## src/rtl/cic_decim.sv

```systemverilog
// cic_decim: runtime-rate CIC decimation filter with valid/ready streaming on input and output.
// Ports:
//   clk, rst       clock and asynchronous active-high reset
//   input_tdata    signed input sample, accepted on input_tvalid & input_tready
//   output_tdata   signed full-precision decimated sample, offered with output_tvalid
//   output_tready  downstream accept; stalls only the decimating input sample
//   rate           decimation factor R (0 behaves as 1, values above RMAX clamp to RMAX)
module cic_decim #(
   parameter int WIDTH = 16,
   parameter int RMAX = 2,
   parameter int M = 1,
   parameter int N = 2,
   parameter int REG_WIDTH = WIDTH + $clog2((RMAX*M)**N)
) (
   input  logic                         clk,
   input  logic                         rst,
   input  logic [WIDTH-1:0]             input_tdata,
   input  logic                         input_tvalid,
   output logic                         input_tready,
   output logic [REG_WIDTH-1:0]         output_tdata,
   output logic                         output_tvalid,
   input  logic                         output_tready,
   input  logic [$clog2(RMAX+1)-1:0]    rate
);
   localparam int CW = RMAX > 1 ? $clog2(RMAX) : 1;
   logic [REG_WIDTH-1:0] r_int [N];
   logic [REG_WIDTH-1:0] r_comb [N];
   logic [REG_WIDTH-1:0] r_dly [N][M];
   logic [CW-1:0] r_cycle;
   logic [REG_WIDTH-1:0] w_x [N];
   logic [REG_WIDTH-1:0] w_ext;
   logic w_in_xfer, w_out_xfer, w_wrap;
   assign w_ext = {{(REG_WIDTH-WIDTH){input_tdata[WIDTH-1]}}, input_tdata};
   assign input_tready = output_tready | (r_cycle != '0);
   assign output_tvalid = input_tvalid & (r_cycle == '0);
   assign output_tdata = r_comb[N-1];
   assign w_in_xfer = input_tvalid & input_tready;
   assign w_out_xfer = output_tvalid & output_tready;
   // phase only advances while below both the hardware limit and the requested rate
   assign w_wrap = !(int'(r_cycle) < RMAX - 1 && int'(r_cycle) + 1 < int'(rate));
   // comb chain: first stage reads the last integrator, later stages the previous comb
   always_comb begin
      w_x[0] = r_int[N-1];
      for (int k = 1; k < N; k++) w_x[k] = r_comb[k-1];
   end
   always_ff @(posedge clk or posedge rst) begin
      if (rst) begin
         r_cycle <= '0;
         for (int k = 0; k < N; k++) begin
            r_int[k] <= '0;
            r_comb[k] <= '0;
            for (int j = 0; j < M; j++) r_dly[k][j] <= '0;
         end
      end else begin
         // integrators and combs wrap freely; the comb differences cancel the wrap
         if (w_in_xfer) begin
            r_cycle <= w_wrap ? '0 : r_cycle + CW'(1);
            r_int[0] <= r_int[0] + w_ext;
            for (int k = 1; k < N; k++) r_int[k] <= r_int[k] + r_int[k-1];
         end
         if (w_out_xfer) begin
            for (int k = 0; k < N; k++) begin
               r_comb[k] <= w_x[k] - r_dly[k][M-1];
               r_dly[k][0] <= w_x[k];
               for (int j = 1; j < M; j++) r_dly[k][j] <= r_dly[k][j-1];
            end
         end
      end
   end
endmodule

```

## config.mk

```make
export PLATFORM = sky130hd
export DESIGN_NAME = cic_decim
export DESIGN_NICKNAME = d
export VERILOG_FILES = /design/src/rtl/cic_decim.sv
export SDC_FILE = /design/constraint.sdc
export NUM_CORES = 1
export LEC_CHECK = 0
export ABC_CLOCK_PERIOD_IN_PS = 4100
export CAP_MARGIN = 20
export CORE_UTILIZATION = 50
export CTS_BUF_LIST = sky130_fd_sc_hd__clkbuf_4 sky130_fd_sc_hd__clkbuf_8
export DETAILED_ROUTE_END_ITERATION = 8
export PLACE_DENSITY_LB_ADDON = 0.05
export SKIP_LAST_GASP = 1
export SYNTH_ARGS = -nofsm -noshare
export SYNTH_HDL_FRONTEND = slang
export SYNTH_SLANG_ARGS = --single-unit
```

## constraint.sdc

```tcl
create_clock -name clk -period 4.1 [get_ports clk]
set_input_delay 0.82 -clock clk [delete_from_list [all_inputs] [get_ports clk]]
set_output_delay 0.82 -clock clk [all_outputs]
set_load 0.005 [all_outputs]
```

==> flow_metrics.tcl, run 1 <==
set metrics [dict create \
    hold_class "register to register" \
    drtIter0Drc 231 \
    cts-root-buf "clkbuf_8" \
    clkTransAtPathRegs_ps 100 \
    grt_pass1_wl_um 20800 \
    totalNegativeSetupSlack_ps 0 \
    drive_gt1_share_pct 8.92 \
    synth_flop_cell "dfrtp_1" \
    die_height_um 122 \
    area_delta_synth_final_pct 9.74 \
    die_area_mm2 0.0150 \
    grt_overflow_total 0 \
    slew_headroom_pct 35.9 \
    p_sw_share_pct 42.7 \
    grt_max_degree 83 \
    nFillCells 1246 \
    post-route-min-period_ps 3280 \
    finalClockSkew_ps 8.19 \
    wl_um 12200 \
    core_area_mm2 0.0140 \
    min_period_over_period_pct 79.9 \
    io_buffers 40 \
    initial_core_util_pct 51.7 \
    ir_worst_vdd_uv 286 \
    detail_route.wl_per_cell_um 12.5 \
    viasPerCell 5.34 \
    critPathSlowestCell "o21ai_0" \
    clock-sinks 109 \
    ys_seq_area_share_pct 37.6 \
    maxCapViolations 0 \
    cts_tree "built" \
    p_int_mw 4.27 \
    critPathRequiredTime_ps 4370 \
    ys_warn_count 0 \
    async_flop_share_pct 100 \
    gp_congestion 0.844 \
    cts_buffers 9 \
    cp_top_family "compound AO/OA/AOI/OAI gates" \
    slew_viol_final 0 \
    die_w_um 122 \
    synth_edf_count 0 \
    cpPeakStageDelay_ps 500 \
    synth_cells 778 \
    end_kind "register" \
    fin_nets 886 \
    pwr-share-seq_pct 26.7 \
    dr.pass1.iters 4 \
    vias 5214 \
    postCtsSetupBuffers 0 \
    clk-insertion-delay-late_ps 360 \
    seq_area_mm2 0.00273 \
    arrival_ps 3540 \
    combPwrFrac_pct 63.2 \
    synth-seq-cells 109 \
    final_antenna_net_count 0 \
    crit_fanout 3 \
    clkPwrFrac_pct 10.1 \
    first_global_vias 4855 \
    num_rows 43 \
    multi_input_area_mm2 0.00410 \
    cts_buffer_depth 2 \
    hold_buffers 0 \
    leakagePower_nw 3.72 \
    worstMarginPinSlew_ps 958 \
    max_freq_mhz 305 \
    setup_violations 0 \
    start_kind "primary input" \
    antenna_found_initial 0 \
    pwr_density_cell_mw_per_mm2 935 \
    ios 42 \
    critical_path_class "primary input to register" \
    syn_area_mm2 0.00726 \
    total_power_mw 7.45 \
    rsz0062_at_grt "no" \
    diodes 0 \
    syn_avg_cell_area_um2 9.33 \
    crit_chain "clkdlybuf4s50_1 > ha_1 > inv_1 > fa_1 > nor2b_1 > o21ai_1 > a21boi_1 > o21ai_1 > o21ai_0 > nor4b_1 > a211oi_1" \
    syn_nets 873 \
    cp.buffers_inverters 2 \
    cts_resized 0 \
    switching_power_mw 3.18 \
    crit_top_cell "o21ai_1" \
    grt_use_total_pct 17.1 \
    post-dp-hpwl_um 9190 \
    status "finished, final reports clean" \
    finalHoldViolCount 0 \
    drcViolationCount 0 \
    synthDistinctLibCells 57 \
    htree_num_levels 3 \
]
-- metal layers --
layer / vias to the layer above / global-route usage [%] / share of wire [%]
met2: 79 / 30.3 / 47
li1: 2755 / - / -
met4: 0 / 7.32 / 2.0
met5: - / 0 / 0
met3: 17 / 2.04 / 2.1
met1: 2363 / 20.9 / 49
-- logic make-up after synthesis --
group,share of synthesized area [%]
DFF,37.6
xor gates and xnor gates,7.12
AOI/OAI and AO/OA,19.4
adders and majority gates,13.0
muxes,6.36
and+or+nand+nor,10.4
buffers and inverters,6.07
-- registers in the layout, summed over array words and instances (netlist names) --
name,flops
r_dly,36
r_int,36
output_tdata,18
r_comb,18
r_cycle,1
-- area by class of cell --
| cell class | instances | share of cell area, % |
|---|---|---|
| multi-input combinational | 570 | 51.5 |
| timing repair buffer | 43 | 5.62 |
| tap | 180 | 2.83 |
| clock buffer | 13 | 2.25 |
| inverter | 58 | 2.76 |
| clock inverter | 3 | 0.817 |
| sequential | 109 | 34.2 |
-- worst reg2reg max path: stages, from the launching register on --
cell       delay (ps)
dfrtp_1           400
inv_1              80
ha_1              180
inv_1              60
fa_1              400
a21o_1            210
a2bb2oi_1         270
a21oi_1           180
a31oi_1           350
o21ai_0           190
a21oi_1           200
xor2_1            150
o21ai_0            90
-- final timing paths --
kind,from,endpoint,slack (ps),cells after the start
worst max-delay path,input_tdata[0],r_int[34],820,11
worst min-delay path,output_tdata[4],output_tdata[4],480,2
worst max register to register,r_comb[18],output_tdata[14],1220,12
worst min register to register,output_tdata[4],output_tdata[4],480,2
max in group asynchronous,rst,r_dly[20],2480,3
min in group asynchronous,rst,r_dly[17],900,2
-- layout by cell type, fill, tap and decap left out, drive strengths merged, types with 4 or more instances in the layout --
master,count
o21a,11
nor3,9
nor2,27
ha,69
inv,58
clkdlybuf4s50,40
a211oi,10
nand3,8
nand2,88
nor2b,8
o31ai,9
fa,4
dfrtp,109
clkbuf,13
o21ai,95
xor2,36
xnor2,23
mux2,41
a21oi,50
a31oi,6
a21o,19
nand2b,8
-- cells in the mapped netlist (all sizes together), types with 4 or more instances --
master    n  area [µm²]
clkbuf   20        75.1
ha       69         863
a31oi     6        43.8
dfrtp   109        2730
fa        4        80.1
o21ai    95         479
nand3     8        40.0
nand2b    8        50.1
o31ai     9        67.6
xor2     36         315
a21oi    50         250
mux2     41         462
o21a     11        82.6
nand2    88         330
nor3      9        45.0
nor2b     8        50.1
a21o     19         143
a211oi   10        80.1
buf      21         148
xnor2    23         201
inv      58         218
nor2     27         101
-- power by group through the flow --
stage               Clock [mW]  Sequential [mW]  Combinational [mW]
detailed placement           0             2.02                4.71
finish                   0.750             1.99                4.71
floorplan                    0             1.90                3.95
global route             0.825             2.08                5.36
global placement             0             1.99                4.58
CTS                      0.782             2.00                4.73
-- stage by stage --
step,utilization [%],cell area [µm²],cells,hold WS [ps],setup WS [ps]
3_5_place_dp,55.0,7720,960,470,484
5_1_grt,56.7,7970,976,513,693
6_report,56.7,7970,976,481,825
3_3_place_gp,55.0,7720,960,461,641
2_1_floorplan,-,7260,778,450,406
4_1_cts,56.7,7970,976,492,875
(Power assumes the default switching activity.)
==> inputs of run 2 (changes only) <==
--- a/config.mk
+++ b/config.mk
@@ -5,7 +5,7 @@
 export SDC_FILE = /design/constraint.sdc
 export NUM_CORES = 1
 export LEC_CHECK = 0
-export ABC_CLOCK_PERIOD_IN_PS = 4100
+export ABC_CLOCK_PERIOD_IN_PS = 2790
 export CAP_MARGIN = 20
 export CORE_UTILIZATION = 50
 export CTS_BUF_LIST = sky130_fd_sc_hd__clkbuf_4 sky130_fd_sc_hd__clkbuf_8
==> constraint.sdc (replaced) <==
create_clock -name clk -period 2.79 [get_ports clk]
set_input_delay 0.558 -clock clk [delete_from_list [all_inputs] [get_ports clk]]
set_output_delay 0.558 -clock clk [all_outputs]
set_load 0.005 [all_outputs]
==> flow_metrics.tcl, run 2 (same netlist as run 1, synthesis figures left out) <==
set metrics [dict create \
    status "finished, final reports clean" \
    seq_area_mm2 0.00273 \
    antenna_found_initial 0 \
    grt_pass1_wl_um 22600 \
    worstMarginPinSlew_ps 513 \
    crit_path_start "input_tdata[1]" \
    mostFrequentLayoutCell "dfrtp_1" \
    drtIter0Drc 248 \
    worst_r2r_path_depth 12 \
    min_period_over_period_pct 95.7 \
    fin_nets 911 \
    cts_buffers 9 \
    clk-insertion-delay-late_ps 370 \
    layout_common_cells "109 x dfrtp_1, 87 x o21ai_0, 86 x nand2_1, 69 x ha_1, 57 x inv_1" \
    grt_overflow_total 0 \
    core_area_mm2 0.0140 \
    final_cell_area_mm2 0.00819 \
    initial_core_util_pct 51.7 \
    clkTransAtPathRegs_ps 90 \
    pwr_density_cell_mw_per_mm2 1390 \
    hold_buffers 0 \
    dr.pass1.iters 5 \
    r2r-end "output_tdata[14]" \
    dp_slack_ps -279 \
    worst_slack_ps 121 \
    grt_max_degree 75 \
    die_area_mm2 0.0150 \
    r2r-start "r_comb[18]" \
    htree_num_levels 3 \
    max_freq_mhz 375 \
    slew_viol_final 0 \
    hold-path-cell-count 2 \
    post-dp-hpwl_um 9810 \
    wl_um 13000 \
    arrival_ps 2920 \
    finalClockSkew_ps 12.8 \
    rrSetupSlack_ps 140 \
    hold_class "register to register" \
    final_antenna_net_count 0 \
    top_regs "r_dly x36, r_int x36" \
    critPathCapture "r_int[35]" \
    vias 5407 \
    crit_chain "clkdlybuf4s50_1 > ha_1 > a211oi_1 > o211ai_1 > a31oi_1 > buf_4 > o221ai_1 > a21oi_1 > xor2_1 > nor2_1 > xor2_1" \
    detail_route.wl_per_cell_um 13.0 \
    post-route-min-period_ps 2670 \
    totalNegativeSetupSlack_ps 0 \
    crit_top_cell "xor2_1" \
    drcViolationCount 0 \
    ir_worst_vdd_uv 526 \
    die_height_um 122 \
    multi_input_area_mm2 0.00412 \
    drive_gt1_share_pct 12.2 \
    io_buffers 40 \
    nFillCells 1204 \
    viasPerCell 5.41 \
    area_delta_synth_final_pct 12.9 \
    leakagePower_nw 3.84 \
    maxCapViolations 0 \
    critPathSlowestCell "clkdlybuf4s50_1" \
    slew_headroom_pct 65.7 \
    cts_tree "built" \
    critical_path_class "primary input to register" \
    finalHoldViolCount 0 \
    grt_use_total_pct 18.6 \
    gp_congestion 0.870 \
    die_w_um 122 \
    end_kind "register" \
    num_rows 43 \
    first_global_vias 5157 \
    setup_violations 0 \
    critPathRequiredTime_ps 3040 \
    dpl_cell_area_mm2 0.00792 \
    crit_fanout 3 \
    cts_buffer_depth 2 \
    clock-sinks 109 \
    diodes 0 \
    start_kind "primary input" \
    cts-root-buf "clkbuf_8" \
    cpPeakStageDelay_ps 430 \
    ios 42 \
]
-- run 2: report_power, final --
group          switching [mW]  internal [mW]
Combinational            3.78           3.54
Sequential              0.564           2.36
Clock                   0.495          0.612
-- run 2: what timing repair did --
action | 4_1_cts | 5_1_grt
endpoints found under the setup margin | 0 | 9
setup buffers | 0 | 2
resized for setup | 0 | 5
-- run 2: through the flow --
step	utilization [%]	hold WS (ps)	cells	total power [mW]
detailed placement	56.4	467	983	10.1
CTS	58.1	491	998	11.3
global placement	56.4	460	983	9.88
floorplan	-	450	778	8.59
finish	58.4	482	1000	11.4
global route	58.4	500	1000	12.5
-- run 2: metal layers --
metal | up-vias | share of wire [%] | GRT usage (%)
li1 | 2812 | - | -
met1 | 2476 | 48 | 22.6
met2 | 96 | 48 | 33.0
met3 | 23 | 2.2 | 2.88
met4 | 0 | 1.8 | 6.55
met5 | - | 0 | 0
-- run 2: worst min path at each step --
| stage | end | from | slack [ps] |
|---|---|---|---|
| detailed placement | output_tdata[6] | output_tdata[6] | 470 |
| floorplan | output_tdata[6] | output_tdata[6] | 450 |
| finish | output_tdata[2] | output_tdata[2] | 480 |
| CTS | output_tdata[6] | output_tdata[6] | 490 |
| global route | r_int[35] | r_int[35] | 500 |
| global placement | output_tdata[2] | output_tdata[2] | 460 |
-- run 2: area by class of cell --
| class | instances | share of cell area, % |
|---|---|---|
| clock inverters | 4 | 1.19 |
| well taps | 180 | 2.75 |
| flip-flops and latches | 109 | 33.3 |
| inverters | 58 | 2.70 |
| clock buffers | 11 | 1.69 |
| repair buffers | 68 | 8.06 |
| multi-input cells | 570 | 50.3 |
-- run 2: critical path: cells and delay by family --
| family | cells | cell delay [ps] |
|---|---|---|
| simple gates | 1 | 60 |
| compound gates | 5 | 1090 |
| xor+xnor | 2 | 290 |
| fa+ha+maj | 1 | 310 |
| buf+inv | 2 | 600 |
